$ cat src/rtl/kanade_mem_pkg.sv
// Shared encodings for the kanade32 memory access unit.
package kanade_mem_pkg;

    localparam logic [1:0] SZ_BYTE = 2'b00;
    localparam logic [1:0] SZ_HALF = 2'b01;
    localparam logic [1:0] SZ_WORD = 2'b10;

    typedef enum logic [2:0] {
        IDLE  = 3'd0,
        READ  = 3'd1,
        MERGE = 3'd2,
        WRITE = 3'd3,
        RESP  = 3'd4
    } mau_state_e;

    // Size 11, odd halfword and unaligned word requests never reach the RAM.
    function automatic logic req_is_err(input logic [1:0] size, input logic [1:0] off);
        return (size == 2'b11) ||
               ((size == SZ_HALF) && off[0]) ||
               ((size == SZ_WORD) && (off != 2'b00));
    endfunction

endpackage

$ cat src/rtl/mau_lane.sv
// Lane extraction, sign/zero extension and sub-word store merge for one
// 32-bit RAM word. Purely combinational.
module mau_lane
    import kanade_mem_pkg::*;
#(
    parameter bit BIG_ENDIAN = 1'b1
) (
    input  logic [31:0] word,
    input  logic [1:0]  offset,
    input  logic [1:0]  size,
    input  logic        sgn,
    input  logic [31:0] wdata,
    output logic [31:0] rdata,
    output logic [31:0] merged
);

    logic [4:0]  shamt;
    logic [31:0] shifted;
    logic [31:0] mask;

    // Bit position of the addressed lane inside the word.
    always_comb begin
        shamt = 5'd0;
        if (size == SZ_BYTE) begin
            if (BIG_ENDIAN) shamt = {~offset, 3'b000};
            else            shamt = {offset, 3'b000};
        end else if (size == SZ_HALF) begin
            if (BIG_ENDIAN) shamt = {~offset[1], 4'b0000};
            else            shamt = {offset[1], 4'b0000};
        end
    end

    assign shifted = word >> shamt;

    // Right-justify the lane and extend it to 32 bits.
    always_comb begin
        rdata = shifted;
        if (size == SZ_BYTE)
            rdata = sgn ? {{24{shifted[7]}}, shifted[7:0]} : {24'h0, shifted[7:0]};
        else if (size == SZ_HALF)
            rdata = sgn ? {{16{shifted[15]}}, shifted[15:0]} : {16'h0, shifted[15:0]};
    end

    // Replace only the addressed lane; every other bit keeps the RAM value.
    always_comb begin
        mask = 32'hFFFF_FFFF;
        if (size == SZ_BYTE)      mask = 32'h0000_00FF << shamt;
        else if (size == SZ_HALF) mask = 32'h0000_FFFF << shamt;
        merged = (word & ~mask) | ((wdata << shamt) & mask);
    end

endmodule

$ cat src/rtl/mem_access_unit.sv
// Byte-addressed load/store initiator for the word-only kanade32 RAM port.
// Sub-word stores are read-modify-write; illegal requests skip the RAM.
//
// state | meaning
// IDLE  | ready for a request, ram_address held
// READ  | ram_address presented, RAM registering it
// MERGE | ram_q valid: extract load data or build merged store word
// WRITE | ram_wren high for this single cycle
// RESP  | resp_valid pulse, back to IDLE next
module mem_access_unit
    import kanade_mem_pkg::*;
#(
    parameter bit BIG_ENDIAN = 1'b1
) (
    input  logic        clk,
    input  logic        rst,
    input  logic        req_valid,
    output logic        req_ready,
    input  logic        req_we,
    input  logic [1:0]  req_size,
    input  logic        req_signed,
    input  logic [31:0] req_addr,
    input  logic [31:0] req_wdata,
    output logic        resp_valid,
    output logic [31:0] resp_rdata,
    output logic        resp_err,
    output logic [29:0] ram_address,
    output logic        ram_wren,
    output logic [31:0] ram_data,
    input  logic [31:0] ram_q
);

    localparam logic [2:0] ST_IDLE  = 3'(IDLE);
    localparam logic [2:0] ST_READ  = 3'(READ);
    localparam logic [2:0] ST_MERGE = 3'(MERGE);
    localparam logic [2:0] ST_WRITE = 3'(WRITE);
    localparam logic [2:0] ST_RESP  = 3'(RESP);

    logic [2:0]  state;
    logic        we_q;
    logic [1:0]  size_q;
    logic        signed_q;
    logic [1:0]  off_q;
    logic [31:0] wdata_q;
    logic        req_err;
    logic [31:0] lane_rdata;
    logic [31:0] lane_merged;

    assign req_err    = req_is_err(req_size, req_addr[1:0]);
    assign req_ready  = (state == ST_IDLE);
    assign resp_valid = (state == ST_RESP);
    // Combinational from state so a reset sampled during WRITE still lets
    // that edge's write land in the RAM.
    assign ram_wren   = (state == ST_WRITE);

    mau_lane #(
        .BIG_ENDIAN (BIG_ENDIAN)
    ) u_lane (
        .word   (ram_q),
        .offset (off_q),
        .size   (size_q),
        .sgn    (signed_q),
        .wdata  (wdata_q),
        .rdata  (lane_rdata),
        .merged (lane_merged)
    );

    // Sequencer and all request/response registers.
    always_ff @(posedge clk) begin
        if (rst) begin
            state       <= ST_IDLE;
            we_q        <= 1'b0;
            size_q      <= SZ_BYTE;
            signed_q    <= 1'b0;
            off_q       <= 2'b00;
            wdata_q     <= 32'h0;
            resp_rdata  <= 32'h0;
            resp_err    <= 1'b0;
            ram_address <= 30'h0;
            ram_data    <= 32'h0;
        end else begin
            case (state)
                ST_IDLE: begin
                    if (req_valid) begin
                        we_q       <= req_we;
                        size_q     <= req_size;
                        signed_q   <= req_signed;
                        off_q      <= req_addr[1:0];
                        wdata_q    <= req_wdata;
                        resp_rdata <= 32'h0;
                        resp_err   <= req_err;
                        if (req_err) begin
                            state <= ST_RESP;
                        end else begin
                            ram_address <= req_addr[31:2];
                            if (req_we && (req_size == SZ_WORD)) begin
                                ram_data <= req_wdata;
                                state    <= ST_WRITE;
                            end else begin
                                state <= ST_READ;
                            end
                        end
                    end
                end
                ST_READ: state <= ST_MERGE;
                ST_MERGE: begin
                    if (we_q) begin
                        ram_data <= lane_merged;
                        state    <= ST_WRITE;
                    end else begin
                        resp_rdata <= lane_rdata;
                        state      <= ST_RESP;
                    end
                end
                ST_WRITE: state <= ST_RESP;
                ST_RESP:  state <= ST_IDLE;
                default:  state <= ST_IDLE;
            endcase
        end
    end

endmodule

$ cat config.mk
export PLATFORM = sky130hd
export DESIGN_NAME = mem_access_unit
export DESIGN_NICKNAME = d
export VERILOG_FILES = /design/src/rtl/kanade_mem_pkg.sv /design/src/rtl/mau_lane.sv /design/src/rtl/mem_access_unit.sv
export SDC_FILE = /design/constraint.sdc
export NUM_CORES = 1
export LEC_CHECK = 0
export CORE_MARGIN = 2
export CORE_UTILIZATION = 51
export CTS_BUF_LIST = sky130_fd_sc_hd__clkbuf_8 sky130_fd_sc_hd__clkbuf_16
export DETAILED_ROUTE_END_ITERATION = 10
export PLACE_DENSITY = 0.86
export SLEW_MARGIN = 20
export SYNTH_ARGS = -nofsm -noshare
export SYNTH_HDL_FRONTEND = slang
export SYNTH_SLANG_ARGS = --single-unit
export TNS_END_PERCENT = 10
$ cat constraint.sdc
create_clock -name clk -period 4.9 [get_ports clk]
set_clock_uncertainty 0.05 [all_clocks]
set_input_delay 1.225 -clock clk [delete_from_list [all_inputs] [get_ports clk]]
set_output_delay 1.225 -clock clk [all_outputs]
set_load 0.005 [all_outputs]
# Yosys cells after proc, flatten, opt, wreduce, memory -nomap -nowiden
# Index checks and enable logic that the tools add are counted.
# totals
reg_bits	136
out_inout_bits	98
word_cells	68
input_bits	103
# classes
n_eq_ne	13
bitwise_logic	7
muxes	21
n_reduce_logical	13
shift	4
# ops
cell	count
$mux 32	12
$pmux 32 s2	2
$and 32x32->32	2
$not 32->32	1
$or 32x32->32	1
$shl 16x5->32 const A	1
$shl 32x5->32	1
$shl 8x5->32 const A	1
$shr 32x5->32	1
$pmux 3 s4	1
$mux 5	2
$mux 3	3
$ne 2x2->1 const B	4
$eq 3x2->1 const B	2
$reduce_and 3->1	2
$reduce_and 5->1	1
$eq 2x1->1 const B	2
$eq 2x2->1 const B	2
$reduce_bool 2->1	2
$eq 3x1->1 const B	1
$eq 3x3->1 const B	1
$logic_and 1x1->1	3
$logic_not 3->1	1
$logic_not 2->1	1
6 further kinds	8

# Longest topological paths before layout
# Gate-level depths: netlist (run 1).
# depth
ltp_word	11
mapped_depth	7

# Modules after synthesis
# A second synthesis (run 1) with hierarchy kept.
# unflattened
hier_cells	898
hier_area_um2	7254.5
# modules_own_cells
mod	cells_each	area_per_inst_um2	n_inst	seq_area_each_um2
mem_access_unit	654	5580.4	1	2722.6
mau_lane	244	1674.1	1	0.0

# Worst setup path after synthesis (run 1)
# No wires, ideal clock.
# synth_timing
path_kind	input to register
from	in req_addr[1]
to	reg ram_data[11]
t_arrival_ns	2.319
setup_ns	0.139
t_required_ns	4.711
path_slack_ns	2.392
stages	5
cell_sequence	nor3_2 > a41oi_2 > nor2_1 > buf_2 > a311oi_2
# synth_between
elab_chain_cells	5
# synth_rtl
item	line	text
from (decl)	mem_access_unit.sv:22	input logic [31:0] req_addr,
$reduce_bool 2->1	kanade_mem_pkg.sv:20	((size == SZ_WORD) && (off != 2'b00));
$logic_and 1x1->1	kanade_mem_pkg.sv:20	
$logic_or 1x1->1	kanade_mem_pkg.sv:19	((size == SZ_HALF) && off[0]) ||
$ne 2x2->1 (no line)	n/a	
$reduce_and 5->1 (no line)	n/a	
to (signal assigned)	mem_access_unit.sv:97	ram_data <= req_wdata;
to (signal assigned)	mem_access_unit.sv:108	ram_data <= lane_merged;
to (decl)	mem_access_unit.sv:29	output logic [31:0] ram_data,
# Every way passes these cells.
# A chain may end at the register's enable or synchronous reset.

# Final worst setup path (run 1)
# layout_timing
from	reg state[0]
to	out req_ready
# layout_between
elab_chain_cells	1
# layout_rtl
item	line	text
from (decl)	mem_access_unit.sv:39	logic [2:0] state;
from (signal assigned)	mem_access_unit.sv:71	state <= ST_IDLE;
from (signal assigned)	mem_access_unit.sv:93	state <= ST_RESP;
from (signal assigned)	mem_access_unit.sv:98	state <= ST_WRITE;
$logic_not 3->1	mem_access_unit.sv:50	assign req_ready = (state == ST_IDLE);
to (decl)	mem_access_unit.sv:18	output logic req_ready,
# Every way passes these cells.

==> run metrics, run 1 <==
outcome=finished clean; DRC Markers=0; commonest cells in the netlist=136 x dfxtp_1, 110 x nand2_1, 73 x a21oi_1; Vias/cell=5.90; initial antenna violation count=0; layout cells sized above 1=0.0694; Crit path largest cell delay=0.58 ns; Setup TNS Final=0 ns; number of global-route vias before repair=6,224; Final setup viols=0; Syn Inst Count=796; ys async rst share=0; Worst Setup Start Kind=register; Initial Util=0.528; Syn-to-layout area delta=38.4%; total nets after synthesis=899; Storage cell area=2720 um2; GP Congestion=0.946; die footprint=14,100 um2; CTS root buf=clkbuf_16; Pwr Density=329 nW/um2; CTS sink count=136; Crit. End Element=output pin; fillers=960; top cells by area, synth=dfxtp_1 41%, nand2_1 6.1%, a21oi_1 5.4%; number of hold buffers added after CTS=0; Yosys warning total=0; CTS tree=done; sequential area share after synthesis=0.405; minimum clock period=3.20 ns; Distinct cells, synth=56; Max Cap Viol=0; class of the most critical setup path=reg -> out; H-tree Lvls=4; largest net degree at the start of global routing=71; Final HPWL DP=15,100 um; postcts setup bufs=0; 1st-iter DRT viols=778; cts bufs inserted=17; grt ovf=0; Clock Latency Late Sink=0.42 ns; Post-synth EDFFs=0; worst endpoint required time=3.62 ns; VDD IR-drop max=192 uV; final hold violations=0; type of the worst min-delay path=reg -> reg; RSZ-0062 raised after global routing=false; Worst path slowest cell=dfxtp_1; Max Fanout on Critical Path=12; count leader, synth=dfxtp_1; GRT Total Usage=0.300; post-synthesis register bit count=136; Die X=119 um; DR WL/cell=18.8 um; fin. max-slew vios=0; n_diodes=0; Yosys top cell by area=dfxtp_1; Die Ht=119 um; Clk pin slew, worst setup/hold paths=0.06 ns; most used flip-flop cell after synthesis=dfxtp_1; Leak=3.36 nW; first-pass GRT wire length=33,400 um; Max Fclk=312 MHz; Slew @ Worst Pin=0.989 ns; post-layout util=0.731; share of Yosys cell area claimed by the top area cell type=0.405; DR vias=6,713; CP arrival=1.93 ns; Ports=201; Synth Cell Area=6720 um2; Post-Layout Cell Count=1,138; Routed WL=21,400 um; DR pass1 iterations=7; area of the multi-input gates=3570 um2; Final Cycle Share=0.653; Final ANT Viol Nets=0; crit path cell chain=or2_1, nor2_1, clkdlybuf4s50_1; Core Box Area=12,700 um2; slew margin rel.=0.340; # placed instances=1,107; Port Buf Inserts=200; CTS resizes=0; clock tree buffer depth=2; Rows=41; nets=1,057; Syn Area/Cell=8.44 um2
==> layer usage <==
layer | vias up | GRT usage | wire length, um
met2 | 356 | 0.460 | 9740
met1 | 3117 | 0.383 | 8840
met4 | 2 | 0.137 | 651
met3 | 45 | 0.0946 | 2140
li1 | 3193 | - | -
met5 | - | 0.0221 | 38
==> flip-flops by register name (all words and copies together) (netlist names) <==
signal,flops
ram_address,30
we_q,1
state,3
ram_data,32
size_q,2
signed_q,1
wdata_q,32
resp_rdata,32
resp_err,1
off_q,2
==> layout by cell type, fill, tap and decap left out, types with 3 or more instances in the layout <==
cell	netlist	routed
a211oi_1	17	17
a21oi_1	73	73
a22o_1	8	8
a22oi_1	4	4
a311o_1	8	8
a311oi_1	18	18
a311oi_2	6	6
and2_1	3	3
buf_4	1	11
clkbuf_16	0	17
clkbuf_8	0	6
clkdlybuf4s50_1	0	199
clkinv_2	0	3
dfxtp_1	136	135
inv_1	30	31
mux2_1	6	6
mux2i_1	31	31
nand2_1	110	110
nand2b_1	40	40
nand3_1	4	4
nor2_1	49	48
nor2b_1	11	11
nor3_1	8	8
o2111ai_1	8	8
o211ai_1	18	18
o21a_1	9	9
o21ai_0	32	32
o21ai_1	13	12
o22ai_1	4	4
o2bb2ai_1	23	23
o32ai_1	16	16
or3_1	4	4
or4_1	8	8
==> power by group <==
part           internal [mW]  switching, mW  total (mW)
logic                  0.254          0.304       0.558
registers               1.16         0.0539        1.21
clock network          0.822          0.470        1.29
total                   2.24          0.828        3.06
==> cells by family after synthesis <==
kind of cell | Yosys count | synth area share
flops | 136 | 0.405
simple gates | 251 | 0.179
compound gates | 268 | 0.289
buf+inv | 102 | 0.0668
mux | 39 | 0.0596
==> final timing paths <==
check | slack, ns | depth (start not counted) | startpoint | end
setup / recovery | 1.70 | 3 | state[0] | req_ready
hold / removal | 0.40 | 2 | wdata_q[16] | wdata_q[16]
setup reg to reg | 2.18 | 4 | off_q[0] | resp_rdata[24]
hold reg to reg | 0.40 | 2 | wdata_q[16] | wdata_q[16]
==> worst max-delay path: cells and delay by family (launching register included) <==
family,cells,cell delay (ns)
buf+inv,1,0.45
simple gates,2,0.48
flops,1,0.58
==> cell type report <==
cell class | count | area share
repair buffers | 210 | 0.223
well taps | 172 | 0.0231
flip-flops and latches | 136 | 0.293
inverters | 31 | 0.0125
clock buffers | 23 | 0.0546
clock inverters | 8 | 0.0101
multi-input cells | 558 | 0.384
==> stage by stage <==
| step | power (mW) | hold slack (ns) | area [um2] | setup slack, ns |
|---|---|---|---|---|
| 5_1_grt | 3.18 | 0.426 | 9300 | 1.50 |
| 3_3_place_gp | 1.77 | 0.388 | 8700 | 1.38 |
| 2_1_floorplan | 1.54 | 0.381 | 6720 | 2.39 |
| 6_report | 3.06 | 0.398 | 9300 | 1.70 |
| 3_5_place_dp | 1.78 | 0.392 | 8700 | 1.32 |
| 4_1_cts | 3.06 | 0.400 | 9300 | 1.69 |
Power figures use the tool's default switching activity.
==> run 2, diff against run 1 <==
--- a/config.mk
+++ b/config.mk
@@ -6,10 +6,10 @@
 export NUM_CORES = 1
 export LEC_CHECK = 0
 export CORE_MARGIN = 2
-export CORE_UTILIZATION = 51
+export CORE_UTILIZATION = 48
 export CTS_BUF_LIST = sky130_fd_sc_hd__clkbuf_8 sky130_fd_sc_hd__clkbuf_16
 export DETAILED_ROUTE_END_ITERATION = 10
-export PLACE_DENSITY = 0.86
+export PLACE_DENSITY = 0.81
 export SLEW_MARGIN = 20
 export SYNTH_ARGS = -nofsm -noshare
 export SYNTH_HDL_FRONTEND = slang
==> constraint.sdc (replaced) <==
create_clock -name clk -period 3.1 [get_ports clk]
set_clock_uncertainty 0.05 [all_clocks]
set_input_delay 0.775 -clock clk [delete_from_list [all_inputs] [get_ports clk]]
set_output_delay 0.775 -clock clk [all_outputs]
set_load 0.005 [all_outputs]
==> run 2 against run 1 <==
  * Clock power grew 56%
  * Worst hold slack hardly changed
  * Die area is 6.0% higher
  * Critical path depth unchanged
  * Power up 58%
  * Utilization fell by 4.9 points
  * Worst setup slack worse by 1.2 ns
  * Sequential power up 59%
  * Via count rose by 1.2%
  * Cell area up 1.0%
  * Flip-flop and latch count unchanged
  * Highest routed layer is now met4
==> run metrics, run 2 (synthesized netlist as in run 1, its figures left out) <==
Worst path slowest cell=clkdlybuf4s50_1 (was dfxtp_1); type of the worst min-delay path=reg -> reg (unchanged); Clock Latency Late Sink=0.43 ns (was 0.42 ns); slew margin rel.=0.356 (was 0.340); commonest cells after routing, fill and taps aside=199 x clkdlybuf4s50_1, 135 x dfxtp_1, 110 x nand2_1 (unchanged); GRT Total Usage=0.294 (was 0.300); CP arrival=1.81 ns (was 1.93 ns); Slew @ Worst Pin=0.965 ns (was 0.989 ns); worst endpoint required time=2.27 ns (was 3.62 ns); Max Fclk=379 MHz; worst slack, placed=0.348 ns (was 1.32 ns); CTS sink count=136 (unchanged); Reg2Reg Setup Slack=0.67 ns (was 2.18 ns); Leak=3.42 nW (was 3.36 nW); cts bufs inserted=17 (unchanged); outcome=finished clean (unchanged); Core Box Area=13,800 um2 (was 12,700 um2); nets=1,070 (was 1,057); CP startpoint=state[0] (unchanged); Final setup viols=0 (unchanged); CTS root buf=clkbuf_16 (unchanged); critical path buffer and inverter count=1 (unchanged); Hold Startpoint=wdata_q[20] (was wdata_q[16]); Final HPWL DP=15,400 um (was 15,100 um); Final Cycle Share=0.850; Max Cap Viol=0 (unchanged); Largest regs=ram_data x32, resp_rdata x32, wdata_q x32 (unchanged); Syn-to-layout area delta=39.9% (was 38.4%); # placed instances=1,128 (was 1,107); Port Buf Inserts=200 (unchanged); Post-Layout Cell Count=1,159 (was 1,138); final hold violations=0 (unchanged); Pwr Density=514 nW/um2 (was 329 nW/um2); post-layout util=0.683 (was 0.731); 1st-iter DRT viols=756 (was 778); Initial Util=0.488 (was 0.528); CTS tree=done (unchanged); Routed WL=21,800 um (was 21,400 um); Max Fanout on Critical Path=9 (was 12); minimum clock period=2.64 ns; DR WL/cell=18.9 um (was 18.8 um); Crit. End Element=output pin (unchanged); worst setup margin=0.464 ns (was 1.70 ns); first-pass GRT wire length=33,900 um (was 33,400 um); Crit path largest cell delay=0.54 ns (was 0.58 ns); postcts setup bufs=0 (unchanged); grt ovf=0 (unchanged); DR vias=6,796 (was 6,713); H-tree Lvls=4 (unchanged); RSZ-0062 raised after global routing=false (unchanged); Worst Setup Start Kind=register (unchanged); layout cells sized above 1=0.0797 (was 0.0694); clock tree buffer depth=2 (unchanged); CTS resizes=0 (unchanged); class of the most critical setup path=reg -> out (unchanged); Clk pin slew, worst setup/hold paths=0.06 ns (about the same); n_diodes=0 (unchanged); Rows=43 (was 41); commonest non-fill, non-tap cell in the layout=clkdlybuf4s50_1 (unchanged); largest net degree at the start of global routing=69 (was 71); Ports=201 (unchanged); DRC Markers=0 (unchanged); FF-to-FF Start=size_q[0] (was off_q[0]); die footprint=15,000 um2 (was 14,100 um2); delay-heaviest family, CP=buffers and inverters (was flip-flops); Vias/cell=5.86 (was 5.90); Final ANT Viol Nets=0 (unchanged); number of global-route vias before repair=6,508 (was 6,224); Die Ht=122 um (was 119 um); DR pass1 iterations=5 (was 7); Setup TNS Final=0 ns (unchanged); fin. max-slew vios=0 (unchanged); Die X=122 um (was 119 um); overall power=4.84 mW (was 3.06 mW); GP Congestion=0.922 (was 0.946); initial antenna violation count=0 (unchanged); crit path cell chain=or2_1, nor2_1, clkdlybuf4s50_1 (unchanged); number of hold buffers added after CTS=0 (unchanged); VDD IR-drop max=400 uV (was 192 uV)
==> run 2: cell types whose count changed in the layout (fill, tap and decap cells not counted), sizes merged <==
cell      previous run  this run
inv                 32        34
bufinv               2         3
buf                 11        24
clkbuf              23        18
clkinvlp             2         1
clkinv               3         6
==> run 2: power by group <==
group	internal [mW]	total (mW)	switching [mW]
combinational	0.420	0.905	0.485
sequential	1.83	1.92	0.0924
clock	1.26	2.01	0.747
==> run 2: cell type report <==
cell class / instances / area (um2)
fillers: 1137 / 4370
multi-input cells: 558 / 3570
flip-flops and latches: 136 / 2720
clock buffers: 18 / 439
clock inverters: 13 / 139
well taps: 180 / 225
inverters: 31 / 116
repair buffers: 223 / 2180
==> run 2: worst paths after layout <==
| kind | end | cells past startpoint |
|---|---|---|
| worst max-delay path | req_ready | 3 |
| worst max register to register | ram_data[7] | 4 |
| worst min register to register | wdata_q[20] | 2 |
| worst min-delay path | wdata_q[20] | 2 |
==> run 2: stage by stage <==
step | hold WS (ns) | instance area, um2
2_1_floorplan | 0.381 | 6720
3_3_place_gp | 0.388 | 8820
3_5_place_dp | 0.392 | 8820
4_1_cts | 0.400 | 9400
5_1_grt | 0.420 | 9400
6_report | 0.398 | 9400
==> run 2: worst reg2reg max path, cell delays in order, from the launching register on <==
cell      delay [ns]
dfxtp_1         0.95
o21a_1          0.36
nor2_1          0.26
a211oi_1        0.50
o32ai_1         0.16
==> run 2: metal layers <==
layer  part of all wire  vias to the layer above  GRT usage
li1                   -                     3214          -
met1               0.41                     3166      0.369
met2               0.45                      363      0.461
met3               0.11                       53      0.104
met4              0.030                        0      0.116
met5                  0                        -          0
==> run 3, diff against run 2 <==
--- a/config.mk
+++ b/config.mk
@@ -9,6 +9,7 @@
 export CORE_UTILIZATION = 48
 export CTS_BUF_LIST = sky130_fd_sc_hd__clkbuf_8 sky130_fd_sc_hd__clkbuf_16
 export DETAILED_ROUTE_END_ITERATION = 10
+export GPL_ROUTABILITY_DRIVEN = 1
 export PLACE_DENSITY = 0.81
 export SLEW_MARGIN = 20
 export SYNTH_ARGS = -nofsm -noshare
==> results of run 3 <==
Final layout, timing and power as in run 2 (identical DEF).
==> edit (settings of run 1) <==
`BIG_ENDIAN` is set to 1'b1 in 2 places; all go to 1'b0.
--- a/src/rtl/mau_lane.sv
+++ b/src/rtl/mau_lane.sv
@@ -4,5 +4,5 @@
     import kanade_mem_pkg::*;
 #(
-    parameter bit BIG_ENDIAN = 1'b1
+    parameter bit BIG_ENDIAN = 1'b0
 ) (
     input  logic [31:0] word,
--- a/src/rtl/mem_access_unit.sv
+++ b/src/rtl/mem_access_unit.sv
@@ -11,5 +11,5 @@
     import kanade_mem_pkg::*;
 #(
-    parameter bit BIG_ENDIAN = 1'b1
+    parameter bit BIG_ENDIAN = 1'b0
 ) (
     input  logic        clk,
Check against the original RTL: not equivalent (Yosys sat finds a counterexample within 4 cycles, from zero or initial values and one cycle with rst high).
==> edit against run 1 <==
  * Power increased by 2.7%
  * Non-clock buffer count is 1 higher
  * Global-route usage grew 2.0 points
  * Clock power increased by 11%
  * Sequential cell count unchanged
  * Cell area increased by 3.3%
  * Area after synthesis increased by 4.2%
  * Critical endpoint is now ram_wren
  * Fmax fell by 4.6%
  * Worst setup slack got worse by 160 ps
  * Routed wire length up 10%
  * Register-to-register slack lost 220 ps
  * Sequential power about the same
==> edit: results (changes against run 1) <==
Status: completed
Detail Placement HPWL: 15800 um (+5.2%)
Distinct cells, synth: 62 (+11%)
Share of layout cells above drive strength 1: 0.0672 (-0.00217)
R2r endpoint: ram_data[20]
GPL Wtd Cong: 0.935 (-1.2%)
First-pass iteration count of the detailed router: 8 (+1)
Fill count: 1011 (+5.3%)
Hold Path Class: reg -> reg
Nets: 1118 (+5.8%)
Initial antenna violation count: 0 (unchanged)
Worst Tran Pin Value: 996 ps (+6.95 ps)
Clock latency reported for the late side of the worst-skew pair: 440 ps (+20 ps)
Top cells by count, synth: 155 x nand2_1, 136 x dfxtp_1, 74 x a21oi_1, 49 x clkbuf_1, 44 x nor2_1
Start of the worst register-to-register path: state[1]
Vias/cell: 6.19 (+4.9%)
Synth Net Count: 974 (+8.3%)
Routed WL: 23600 um (+10%)
Total global-route track usage: 0.320 (+0.0196)
CP Capture Point: ram_wren
Largest net degree at the start of global routing: 80 (+13%)
CP startpoint: state[1]
First-pass GRT wire length: 36600 um (+9.4%)
Initial DRC Count: 885 (+14%)
Post-CTS Resized: 0 (unchanged)
Crit path arrival time: 2080 ps (+150 ps)
Peak VDD IR: 0.223 mV (+16%)
Deepest clock path buffer count: 2 (unchanged)
Crit Path Max Fanout: 20 (+8)
R2r setup slk: 1960 ps (-220 ps)
Vias in the first global route: 6948 (+12%)
ANT cells: 0 (unchanged)
Pleak: 3.50 nW (+4.5%)
Synth area leaders: dfxtp_1 39%, nand2_1 8.3%, a21oi_1 5.3%
Sequential element share of the synthesized area: 0.389 (-0.0164)
## edit: cell types whose count changed after synthesis, sizes merged, moves of 8 or more
cell,before,now
o31ai,0,8
o311ai,0,8
a211o,0,8
nor3b,0,12
nand4,2,34
nand2,110,155
o21ai,45,25
clkbuf,32,49
o2bb2ai,23,0
o32ai,16,8
and3,0,8
o21a,9,0
## edit: metal layers
layer	global-route usage	up-vias	part of all wire
li1	-	3430	-
met1	0.420	3478	0.40
met2	0.493	460	0.46
met3	0.0912	79	0.10
met4	0.131	0	0.034
met5	0	-	0
## edit: cell type report
cell class,instances,share of cell area
clock inverters,12,0.0206
flip-flops and latches,136,0.283
inverters,26,0.0101
clock buffers,19,0.0471
repair buffers,211,0.217
well taps,176,0.0229
multi-input cells,623,0.399
## edit: cells by family after synthesis
group,synth area share
AOI/OAI and AO/OA,0.245
muxes,0.0459
DFF,0.389
and+or+nand+nor,0.254
buffers and inverters,0.0668
## edit: worst min path at each step
| stage | start | endpoint | slack [ps] | cells past startpoint |
|---|---|---|---|---|
| floorplan | wdata_q[16] | wdata_q[16] | 380 | 2 |
| global placement | resp_rdata[2] | resp_rdata[2] | 390 | 2 |
| detailed placement | resp_rdata[2] | resp_rdata[2] | 390 | 2 |
| CTS | resp_rdata[2] | resp_rdata[2] | 400 | 2 |
| global route | wdata_q[25] | wdata_q[25] | 420 | 2 |
| finish | wdata_q[27] | wdata_q[27] | 400 | 2 |
## edit: through the flow
step                cell area (sq um)  setup WS, ps  cells  power, mW  utilization
floorplan                        7000          2430    871       1.50            -
global placement                 8960          1470   1172       1.71        0.672
detailed placement               8960          1340   1172       1.72        0.672
CTS                              9620          1580   1203       3.13        0.720
global route                     9620          1400   1203       3.24        0.720
finish                           9620          1540   1203       3.15        0.720
## edit: power breakdown
group / switching [mW] / internal [mW] / leakage [nW]
logic: 0.288 / 0.225 / 2.08
clock network: 0.501 / 0.925 / 0.315
registers: 0.0517 / 1.15 / 1.11
## edit: worst max-delay path, cell delays in order (launching register included)
cell,delay [ps]
dfxtp_1,800
nand2_1,130
nor2_1,160
clkdlybuf4s50_1,560
